## config.mk

```make
export PLATFORM = sky130hd
export DESIGN_NAME = shake_block_packer
export DESIGN_NICKNAME = d
export VERILOG_FILES = /design/src/rtl/shake_pkg.sv /design/src/rtl/shake_pad_lane.sv /design/src/rtl/shake_block_packer.sv
export SDC_FILE = /design/constraint.sdc
export NUM_CORES = 2
export LEC_CHECK = 0
export CORE_MARGIN = 1
export CORE_UTILIZATION = 45
export CTS_BUF_LIST = sky130_fd_sc_hd__clkbuf_4 sky130_fd_sc_hd__clkbuf_8
export CTS_CLUSTER_DIAMETER = 120
export DETAILED_ROUTE_END_ITERATION = 8
export DONT_BUFFER_PORTS = 1
export GPL_TIMING_DRIVEN = 0
export PLACE_DENSITY = 0.59
export SETUP_SLACK_MARGIN = 0.02
export SYNTH_ARGS = -nofsm -noshare
export SYNTH_HDL_FRONTEND = slang
export SYNTH_SLANG_ARGS = --single-unit
```

## constraint.sdc

```tcl
create_clock -name clk -period 3.1 [get_ports clk]
set_input_delay 0.155 -clock clk [delete_from_list [all_inputs] [get_ports clk]]
set_output_delay 0.155 -clock clk [all_outputs]
set_load 0.1 [all_outputs]
```

## src/rtl/shake_pkg.sv

```systemverilog
// Shared definitions for the SHAKE/SHA3 block packer: FSM state encoding,
// default padding bytes and the standard sponge rates.
package shake_pkg;

   typedef enum logic [1:0] {
      ST_ABSORB = 2'd0,
      ST_PAD    = 2'd1,
      ST_STALL  = 2'd2
   } pack_state_t;

   // Domain-separation / first pad byte (SHAKE) and the SHA3 alternative
   localparam logic [7:0] PAD_BEGIN_SHAKE = 8'h1f;
   localparam logic [7:0] PAD_BEGIN_SHA3  = 8'h06;
   // Final pad bit lands in the msb of the last rate byte
   localparam logic [7:0] PAD_END_DEFAULT = 8'h80;

   // Sponge rate widths in bits
   localparam int SHAKE128_RATE = 1344;
   localparam int SHAKE256_RATE = 1088;

endpackage

```

## src/rtl/shake_pad_lane.sv

```systemverilog
// Combinational pad insertion for a single beat. When padding starts in this
// beat, the byte at offset i_nbytes becomes PAD_BEGINNING and all higher bytes
// are zeroed. When the beat is the last of a padded block, PAD_ENDING is OR-ed
// into its top byte (so both pad bytes can share one byte).
module shake_pad_lane
   import shake_pkg::*;
#(
   parameter int         IN_WIDTH      = 8,
   parameter logic [7:0] PAD_BEGINNING = PAD_BEGIN_SHAKE,
   parameter logic [7:0] PAD_ENDING    = PAD_END_DEFAULT
)(
   input  logic [IN_WIDTH-1:0]             i_data,
   input  logic [$clog2(IN_WIDTH/8):0]     i_nbytes,
   input  logic                            i_pad_en,
   input  logic                            i_end_en,
   output logic [IN_WIDTH-1:0]             o_beat
);

   localparam int NB  = IN_WIDTH / 8;
   localparam int NBW = $clog2(NB) + 1;

   genvar gi;
   generate
      for (gi = 0; gi < NB; gi++) begin : g_byte
         localparam logic [NBW-1:0] IDX = NBW'(gi);
         logic [7:0] w_base;

         assign w_base = !i_pad_en          ? i_data[8*gi +: 8] :
                         (IDX == i_nbytes)  ? PAD_BEGINNING     :
                         (IDX >  i_nbytes)  ? 8'h00             :
                                              i_data[8*gi +: 8];

         if (gi == NB - 1) begin : g_top
            assign o_beat[8*gi +: 8] = i_end_en ? (w_base | PAD_ENDING) : w_base;
         end else begin : g_low
            assign o_beat[8*gi +: 8] = w_base;
         end
      end
   endgenerate

endmodule

```

## src/rtl/shake_block_packer.sv

```systemverilog
// Packs byte-oriented message beats into sponge-rate blocks and appends the
// SHAKE/SHA3 multi-rate padding. A completed block is handed to a single
// output register; if that register is still occupied the packer stalls
// holding the finished block in its packing register.
module shake_block_packer
   import shake_pkg::*;
#(
   parameter int         IN_WIDTH      = 8,
   parameter int         RATE_BITS     = SHAKE256_RATE,
   parameter logic [7:0] PAD_BEGINNING = PAD_BEGIN_SHAKE,
   parameter logic [7:0] PAD_ENDING    = PAD_END_DEFAULT
)(
   input  logic                            clk,
   input  logic                            clear_n,
   input  logic [IN_WIDTH-1:0]             in_data,
   input  logic [$clog2(IN_WIDTH/8):0]     in_nbytes,
   input  logic                            in_last,
   input  logic                            in_valid,
   output logic                            in_ready,
   output logic [RATE_BITS-1:0]            block_out,
   output logic                            block_last,
   output logic                            block_valid,
   input  logic                            block_ready
);

   localparam int NB     = IN_WIDTH / 8;
   localparam int NBW    = $clog2(NB) + 1;
   localparam int NBEATS = RATE_BITS / IN_WIDTH;
   localparam int CW     = (NBEATS > 1) ? $clog2(NBEATS) : 1;
   localparam logic [CW-1:0]  CNT_LAST = CW'(NBEATS - 1);
   localparam logic [NBW-1:0] NB_FULL  = NBW'(NB);

   pack_state_t            r_state, w_state_next, r_ret_state, w_after_state;
   logic [CW-1:0]          r_cnt;
   logic [RATE_BITS-1:0]   r_pack, w_pack_next, r_block;
   logic                   r_pend, w_after_pend;
   logic                   r_hold_last, r_block_valid, r_block_last, r_alive;
   logic                   w_in_ready, w_beat_en, w_at_end, w_complete;
   logic                   w_out_free, w_padded, w_tail_part;
   logic [IN_WIDTH-1:0]    w_lane_data, w_beat;
   logic [NBW-1:0]         w_lane_nbytes;
   logic                   w_lane_pad, w_lane_end;

   assign w_at_end    = (r_cnt == CNT_LAST);
   assign w_complete  = w_beat_en && w_at_end;
   assign w_out_free  = !r_block_valid || block_ready;
   // Padding begins inside this beat only when it is short; a full last beat
   // pushes PAD_BEGINNING into the following beat.
   assign w_tail_part = in_last && (in_nbytes != NB_FULL);

   shake_pad_lane #(
      .IN_WIDTH      (IN_WIDTH),
      .PAD_BEGINNING (PAD_BEGINNING),
      .PAD_ENDING    (PAD_ENDING)
   ) u_pad_lane (
      .i_data   (w_lane_data),
      .i_nbytes (w_lane_nbytes),
      .i_pad_en (w_lane_pad),
      .i_end_en (w_lane_end),
      .o_beat   (w_beat)
   );

   // Drop the current beat into its slot of the block being assembled
   genvar gi;
   generate
      for (gi = 0; gi < NBEATS; gi++) begin : g_slot
         assign w_pack_next[gi*IN_WIDTH +: IN_WIDTH] =
            (w_beat_en && (r_cnt == CW'(gi))) ? w_beat : r_pack[gi*IN_WIDTH +: IN_WIDTH];
      end
   endgenerate

   // State register; r_alive keeps in_ready low until the first edge after reset
   always_ff @(posedge clk or negedge clear_n) begin
      if (!clear_n) begin
         r_state <= ST_ABSORB;
         r_alive <= 1'b0;
      end else begin
         r_state <= w_state_next;
         r_alive <= 1'b1;
      end
   end

   // Next-state logic: where the FSM goes after this beat, diverted to STALL
   // when a finished block cannot enter the occupied output register
   always_comb begin
      w_after_state = r_state;
      w_after_pend  = r_pend;
      if (r_state == ST_ABSORB) begin
         if (in_last) begin
            w_after_state = (w_tail_part && w_at_end) ? ST_ABSORB : ST_PAD;
            w_after_pend  = !w_tail_part;
         end
      end else if (r_state == ST_PAD) begin
         w_after_state = w_at_end ? ST_ABSORB : ST_PAD;
         w_after_pend  = 1'b0;
      end

      w_state_next = r_state;
      case (r_state)
         ST_ABSORB, ST_PAD: begin
            if (w_beat_en) begin
               w_state_next = (w_complete && !w_out_free) ? ST_STALL : w_after_state;
            end
         end
         ST_STALL: begin
            if (block_ready) begin
               w_state_next = r_ret_state;
            end
         end
         default: w_state_next = ST_ABSORB;
      endcase
   end

   // Output decode: handshake and the pad-lane controls for each state
   always_comb begin
      w_in_ready    = 1'b0;
      w_beat_en     = 1'b0;
      w_lane_data   = '0;
      w_lane_nbytes = '0;
      w_lane_pad    = 1'b0;
      w_lane_end    = 1'b0;
      w_padded      = 1'b0;
      case (r_state)
         ST_ABSORB: begin
            w_in_ready    = r_alive;
            w_beat_en     = in_valid && r_alive;
            w_lane_data   = in_data;
            w_lane_nbytes = in_nbytes;
            w_lane_pad    = w_tail_part;
            w_lane_end    = w_tail_part && w_at_end;
            w_padded      = w_tail_part;
         end
         ST_PAD: begin
            w_beat_en     = 1'b1;
            w_lane_pad    = r_pend;
            w_lane_end    = w_at_end;
            w_padded      = 1'b1;
         end
         default: ;
      endcase
   end

   // Packing register, beat counter and the context needed to leave STALL
   always_ff @(posedge clk or negedge clear_n) begin
      if (!clear_n) begin
         r_pack      <= '0;
         r_cnt       <= '0;
         r_pend      <= 1'b0;
         r_hold_last <= 1'b0;
         r_ret_state <= ST_ABSORB;
      end else if (w_beat_en) begin
         r_pack <= w_pack_next;
         r_cnt  <= w_at_end ? '0 : r_cnt + 1'b1;
         r_pend <= w_after_pend;
         if (w_complete) begin
            r_hold_last <= w_padded;
            r_ret_state <= w_after_state;
         end
      end
   end

   // Output register: take a freshly completed block, or the held one on STALL exit
   always_ff @(posedge clk or negedge clear_n) begin
      if (!clear_n) begin
         r_block       <= '0;
         r_block_last  <= 1'b0;
         r_block_valid <= 1'b0;
      end else if (w_complete && w_out_free) begin
         r_block       <= w_pack_next;
         r_block_last  <= w_padded;
         r_block_valid <= 1'b1;
      end else if ((r_state == ST_STALL) && block_ready) begin
         r_block       <= r_pack;
         r_block_last  <= r_hold_last;
         r_block_valid <= 1'b1;
      end else if (block_ready) begin
         r_block_valid <= 1'b0;
      end
   end

   assign in_ready    = w_in_ready;
   assign block_out   = r_block;
   assign block_last  = r_block_last;
   assign block_valid = r_block_valid;

endmodule

```

# After elaboration in Yosys (flattened, before gate mapping)
# Cells that the tools add are included.
# classes
add_sub_neg,1
n_lt_le_gt_ge,1
eq_ne,140
muxes,167
bitwise_logic,1
n_reduce_logical,155
# ops
operator,count
1088-bit two-way mux,2
8-bit two-way mux,142
8-bit by 7-bit equality test with 1-bit output (second input constant),64
8-bit by 6-bit equality test with 1-bit output (second input constant),32
1-bit logical AND,142
8-bit by 5-bit equality test with 1-bit output (second input constant),16
8-bit by 4-bit equality test with 1-bit output (second input constant),8
8-bit equality test (second input constant),8
8-bit by 3-bit equality test with 1-bit output (second input constant),4
8-bit by 2-bit equality test with 1-bit output (second input constant),2
1-bit two-way mux,12
2-bit two-way mux,6
8-bit by 1-bit adder with 8-bit output (second input constant),1
8-bit by 1-bit equality test with 1-bit output (second input constant),1
8-bit zero test,1
1-bit one-hot mux with 2 select lines,4
2-bit != test (second input constant),3
2-bit one-hot mux with 2 select lines,1
2-bit AND reduction,2
2-bit nonzero test,2
1-bit zero test,3
3-bit AND reduction,1
3-bit nonzero test,1
2-bit by 1-bit equality test with 1-bit output (second input constant),1
6 further kinds,6
# word_totals
ff_bits,2193
input_bits,14
output_inout_bits,1091
elab_cells,475

# Depth between registers and ports, before layout
# logic_depth
word_depth,9
mapped_depth,10
ltp_nobuf,6

# Cells and area by module
# A second synthesis with hierarchy kept.
# hier_totals
hier_cells,5031
area_unflattened_um2,82539.2
# modules_own_cells
module,n_inst,cells_each,area_per_inst_um2,seq_area_each_um2
shake_block_packer,1,5022,82474.1,54877.6
shake_pad_lane,1,9,65.1,0.0

# Worst setup path before layout
# Ideal clock, no wire load.
# synth_path
path_kind,register to register
startpoint,"reg r_block_valid, in the netlist block_valid"
endpoint,"reg r_block[1000], in the netlist block_out[1000]"
setup_time_ps,68
arrival_ps,2290
required_ps,3032
setup_slack_ps,743
stages_incl_launch_ff,9
path_buffers,4
period_less_slack_ps,2357
cell_sequence,dfrtp_1 -> nand2b_1 -> a31oi_1 -> buf_2 -> buf_2 -> clkbuf_1 -> buf_2 -> nand2_1 -> nand2_1
# synth_between
elab_chain_cells,4
word_cells_on_any_way,5
cone_classes,mux (1); reduce/logical (4)
# synth_rtl
item,line,rtl
start: declaration,shake_block_packer.sv:37,"logic r_hold_last, r_block_valid, r_block_last, r_alive;"
start signal: assignment,shake_block_packer.sv:167,r_block_valid <= 1'b0;
start signal: assignment,shake_block_packer.sv:171,r_block_valid <= 1'b1;
start signal: assignment,shake_block_packer.sv:175,r_block_valid <= 1'b1;
1-bit zero test (*),shake_block_packer.sv:46,assign w_out_free = !r_block_valid || block_ready;
1-bit logical OR (*),shake_block_packer.sv:46,
1-bit logical AND (*),shake_block_packer.sv:168,end else if (w_complete && w_out_free) begin
1088-bit two-way mux / 2-bit nonzero test (equally long branches),--,
end signal: assignment,shake_block_packer.sv:169,r_block <= w_pack_next;
end signal: assignment,shake_block_packer.sv:173,r_block <= r_pack;
end: declaration,shake_block_packer.sv:35,"logic [RATE_BITS-1:0] r_pack, w_pack_next, r_block;"
# Every way passes the cells marked *; elsewhere a longest branch is shown, timed or not.
# A chain may end at the register's enable or synchronous reset.

# Worst setup path after layout
# layout_path
startpoint,reg r_state[0]
endpoint,reg r_pack[493]
# layout_between
elab_chain_cells,8
word_cells_on_any_way,13
cone_classes,order compare (1); eq/ne (1); mux (9); reduce/logical (2)
# layout_rtl
item,line,rtl
start: declaration,shake_block_packer.sv:33,"pack_state_t r_state, w_state_next, r_ret_state, w_after_state;"
start signal: assignment,shake_block_packer.sv:78,r_state <= w_state_next;
2-bit zero test,shake_block_packer.sv:123,case (r_state)
1-bit two-way mux,shake_block_packer.sv:123,
1-bit greater-than comparator,shake_pad_lane.sv:30,(IDX > i_nbytes) ? 8'h00 :
8-bit two-way mux,shake_pad_lane.sv:30,
8-bit two-way mux,shake_pad_lane.sv:29,(IDX == i_nbytes) ? PAD_BEGINNING :
8-bit two-way mux,shake_pad_lane.sv:28,assign w_base = !i_pad_en ? i_data[8*gi +: 8] :
8-bit two-way mux,shake_pad_lane.sv:34,assign o_beat[8*gi +: 8] = i_end_en ? (w_base | PAD_ENDING) : w_base;
8-bit two-way mux,shake_block_packer.sv:68,(w_beat_en && (r_cnt == CW'(gi))) ? w_beat : r_pack[gi*IN_WIDTH +: IN_WIDTH];
end signal: assignment,shake_block_packer.sv:152,r_pack <= w_pack_next;
end: declaration,shake_block_packer.sv:35,
# Parallel ways exist; a longest one is shown, timed or not.

==> impl_metrics.csv <==
group,metric,value,unit
placed_design,dp_hpwl,195800,microns
clock_network,insertion_delay,1.10,ns
routing,viasPerCell,5.223,
pwr,power.leakage,0.04821,uW
synth,synth_enable_flop_cells,0,
clock_network,root_buffer,"clkbuf_8",
grt,grt_overflow,0,
floorplanning,io_pins,1105,
setup_path,cp-end-kind,"register",
final_layout,final_net_count,8826,
synth,ys_seq_area_frac,0.6817,
pwr,p_switching,15380,uW
routing,drc,0,
placed_design,routabilityCongestion,0.8908,
floorplanning,start_util,0.4551,
routing,routed_wl,276300,microns
placed_design,placed_area,84210,sq um
synth,synth_compound_area_frac,0.07164,
setup_path,r2r_slack,0.02,ns
floorplanning,die_w,425.0,microns
sta,final.min_clock_period,3.080,ns
sta,hold_viol,606,
pwr,power_frac_seq,0.493,
setup_path,arrival,4.00,ns
placed_design,portBuffers,0,
sta,setup_violations,0,
synth,synth-seq-cells,2193,
synth,synth-main-ff-cell,"dfrtp_1",
synth,synth_fa_ha_area_frac,0.0006217,
grt,antenna_found_initial,15,
routing,drt_iter0_drc,4240,
pwr,p_per_area,665.7,nW/um^2
clock_network,clock_path_buffers,4,
final_layout,fillers,16350,
sta,worst_pin_slew,1.456,ns
synth,synth_cell_type_count,46,
sta,rsz0062_at_grt,"yes",
setup_path,critical_path_class,"register to register",
pwr,vdd_ir_drop_max,0.0003843,V
setup_path,cp.required,4.02,ns
synth,yosys.area_share.simple,0.2119,
synth,syn_inst,8375,
routing,routedWlPerCell,24.18,microns
synth,async_flop_share,1.000,
synth,syn_area_per_cell,9.612,sq um
floorplanning,die_h,425.0,microns
routing,dr.pass1.iters,7,
flow_run,drv_cap,0,
min_path,holdCritPathClass,"input port to asynchronous set/reset pin",
grt,grt_use_total,0.3054,
floorplanning,dieArea,180600,sq um
synth,ys_warn_count,0,
pwr,power.share.switching,0.2496,
clock_network,cts_num_sinks,2193,
routing,num_vias,59680,
synth,syn-num-nets,8393,
clock_network,path_clk_slew,0.06,ns
synth,synth_top_family_by_area,"simple AND/OR/NAND/NOR gates",
setup_path,r2r_start,"r_state[0]",
sta,finClkSkew,0.07300,ns
routing,ant_nets,0,
sta,drv_slew,0,
final_layout,final_core_utilization,0.5232,
final_layout,design_area,92550,sq um
pwr,power_frac_clock,0.447,
clock_network,htree_num_levels,5,
setup_path,cp-start-kind,"register",
sta,relSlewSlack,0.02734,
setup_path,r2r_cells,8,
final_layout,drive_gt1_frac,0.1077,
clock_network,numCtsBuffers,376,
pwr,internal_power,46230,uW
clock_network,cts_tree,"built",
sta,fmax,0.3247,GHz
synth,netlist_area,80500,sq um
sta,hold_slack,-0.8820,ns
floorplanning,fp.coreArea,176900,sq um
grt,grt_pass1_wl,402800,microns
sta,timing.final.crit_share,0.9936,
pwr,combPwrFrac,0.060,
final_layout,area_growth,14.97,%
sta,timing.setup.tns,0,ns
grt,grt_pass1_vias,58950,
setup_path,crit_fanout,10,
synth,synth.area.mux_share,0.005020,
setup_path,r2r_end,"r_pack[493]",
floorplanning,rows,154,
grt,grt_max_degree,202,
outcome,violations,"negative hold slack",
outcome,status,"finished with violations",
synth,synthXorXnorAreaFrac,0.0005440,
layer usage:
layer / global-route usage / vias to the layer above / part of all wire
met4: 0.1948 / 2 / 0.071
met1: 0.3615 / 29790 / 0.38
li1: - / 27330 / -
met5: 0 / - / 0.000025
met2: 0.4827 / 1938 / 0.47
met3: 0.09607 / 630 / 0.082
synthesized netlist by cell type, drive strengths merged (6+ instances only):
cell | n | area share
a21oi | 12 | 0.00075
a221oi | 11 | 0.0012
nor4 | 9 | 0.0013
inv | 16 | 0.00075
mux2 | 27 | 0.0038
a221o | 13 | 0.0016
and2 | 20 | 0.0016
clkbuf | 340 | 0.016
buf | 178 | 0.012
o21ai | 1074 | 0.067
dfrtp | 2193 | 0.68
mux2i | 10 | 0.0012
nand2 | 4382 | 0.20
nor2 | 31 | 0.0014
nor3b | 6 | 0.00056
sequential cells by signal (all words and copies together), names as in the netlist:
register     count
r_pack        1088
r_pend           1
r_hold_last      1
r_alive          1
block_out     1088
r_cnt            8
r_ret_state      2
block_last       1
r_state          2
block_valid      1
repair_timing:
item                                    in CTS  in global routing
pin swaps                                    1                  2
hold endpoints to repair                  1339                468
setup buffers                                2                  4
hold buffers                                18                  1
gates resized for setup                     51                 41
gates cloned                                 0                  0
endpoints found under the setup margin    1754                660
power groups by stage:
stage | sequential (uW) | combinational (uW) | clock [uW]
after floorplan | 30600 | 1450 | 0
after global placement | 30800 | 2730 | 0
after detailed placement | 30800 | 3670 | 0
after CTS | 30300 | 3750 | 28000
after global routing | 30400 | 4100 | 29300
final | 30300 | 3720 | 27600
metrics by stage:
step,power [uW],std cells,setup WS (ns)
floorplan,32080,8375,0.7427
detailed placement,34510,10750,-1.073
finish,61610,11430,0.01977
CTS,62040,11410,0.001362
global route,63800,11420,-0.09776
global placement,33540,10720,-3.204
how the worst max path moves through the flow:
| stage | startpoint | end |
|---|---|---|
| after CTS | r_state[0] | r_pack[493] |
| after detailed placement | block_valid | block_out[679] |
| after floorplan | block_valid | block_out[1000] |
| after global routing | r_state[0] | r_pack[534] |
| after global placement | r_cnt[3] | r_pack[798] |
| final | r_state[0] | r_pack[493] |
critical path: stages (launching register included):
cell and delay, ns:
dfrtp_1 0.32, clkbuf_1 0.29, a21o_1 0.12, clkbuf_1 0.39, nor2_1 0.15, nand2_2 0.50, clkbuf_4 0.52, clkbuf_2 0.43
o21ai_0 0.18
cells in the final DEF, fill, tap and decap left out, drive strengths merged, types with 3 or more instances in the layout:
master,count
clkbuf,936
nand2b,4
inv,17
bufinv,8
mux2i,10
buf,218
ha,4
and3b,4
clkinvlp,6
dlygate4sd3,17
o21ai,1074
a221oi,11
nor2,31
nor3b,6
nor3,3
and3,4
xor2,3
or2,3
mux2,27
clkinv,30
a21oi,12
diode,13
nor4,9
nand2,4382
a221o,13
and2,20
dfrtp,2193
nand3,4
o21a,5
cell type report:
type	instances	area (sq um)	share of cell area
diodes	13	32.53	0.0003515
plain buffers	513	2333	0.02521
clock buffers	598	7461	0.08061
clock inverters	45	444.2	0.004799
inverters	16	60.06	0.0006489
multi-input cells	5648	23450	0.2534
flip-flops and latches	2193	54880	0.5929
well taps	2340	2928	0.03163
repair buffers	60	960.9	0.01038
cell families after synthesis:
family / Yosys count
muxes: 37
other: 1
buffers and inverters: 534
adders and majority gates: 4
xor gates and xnor gates: 5
AOI/OAI and AO/OA: 1124
and+or+nand+nor: 4477
DFF: 2193
No activity file was read; power rests on OpenSTA's default activity.
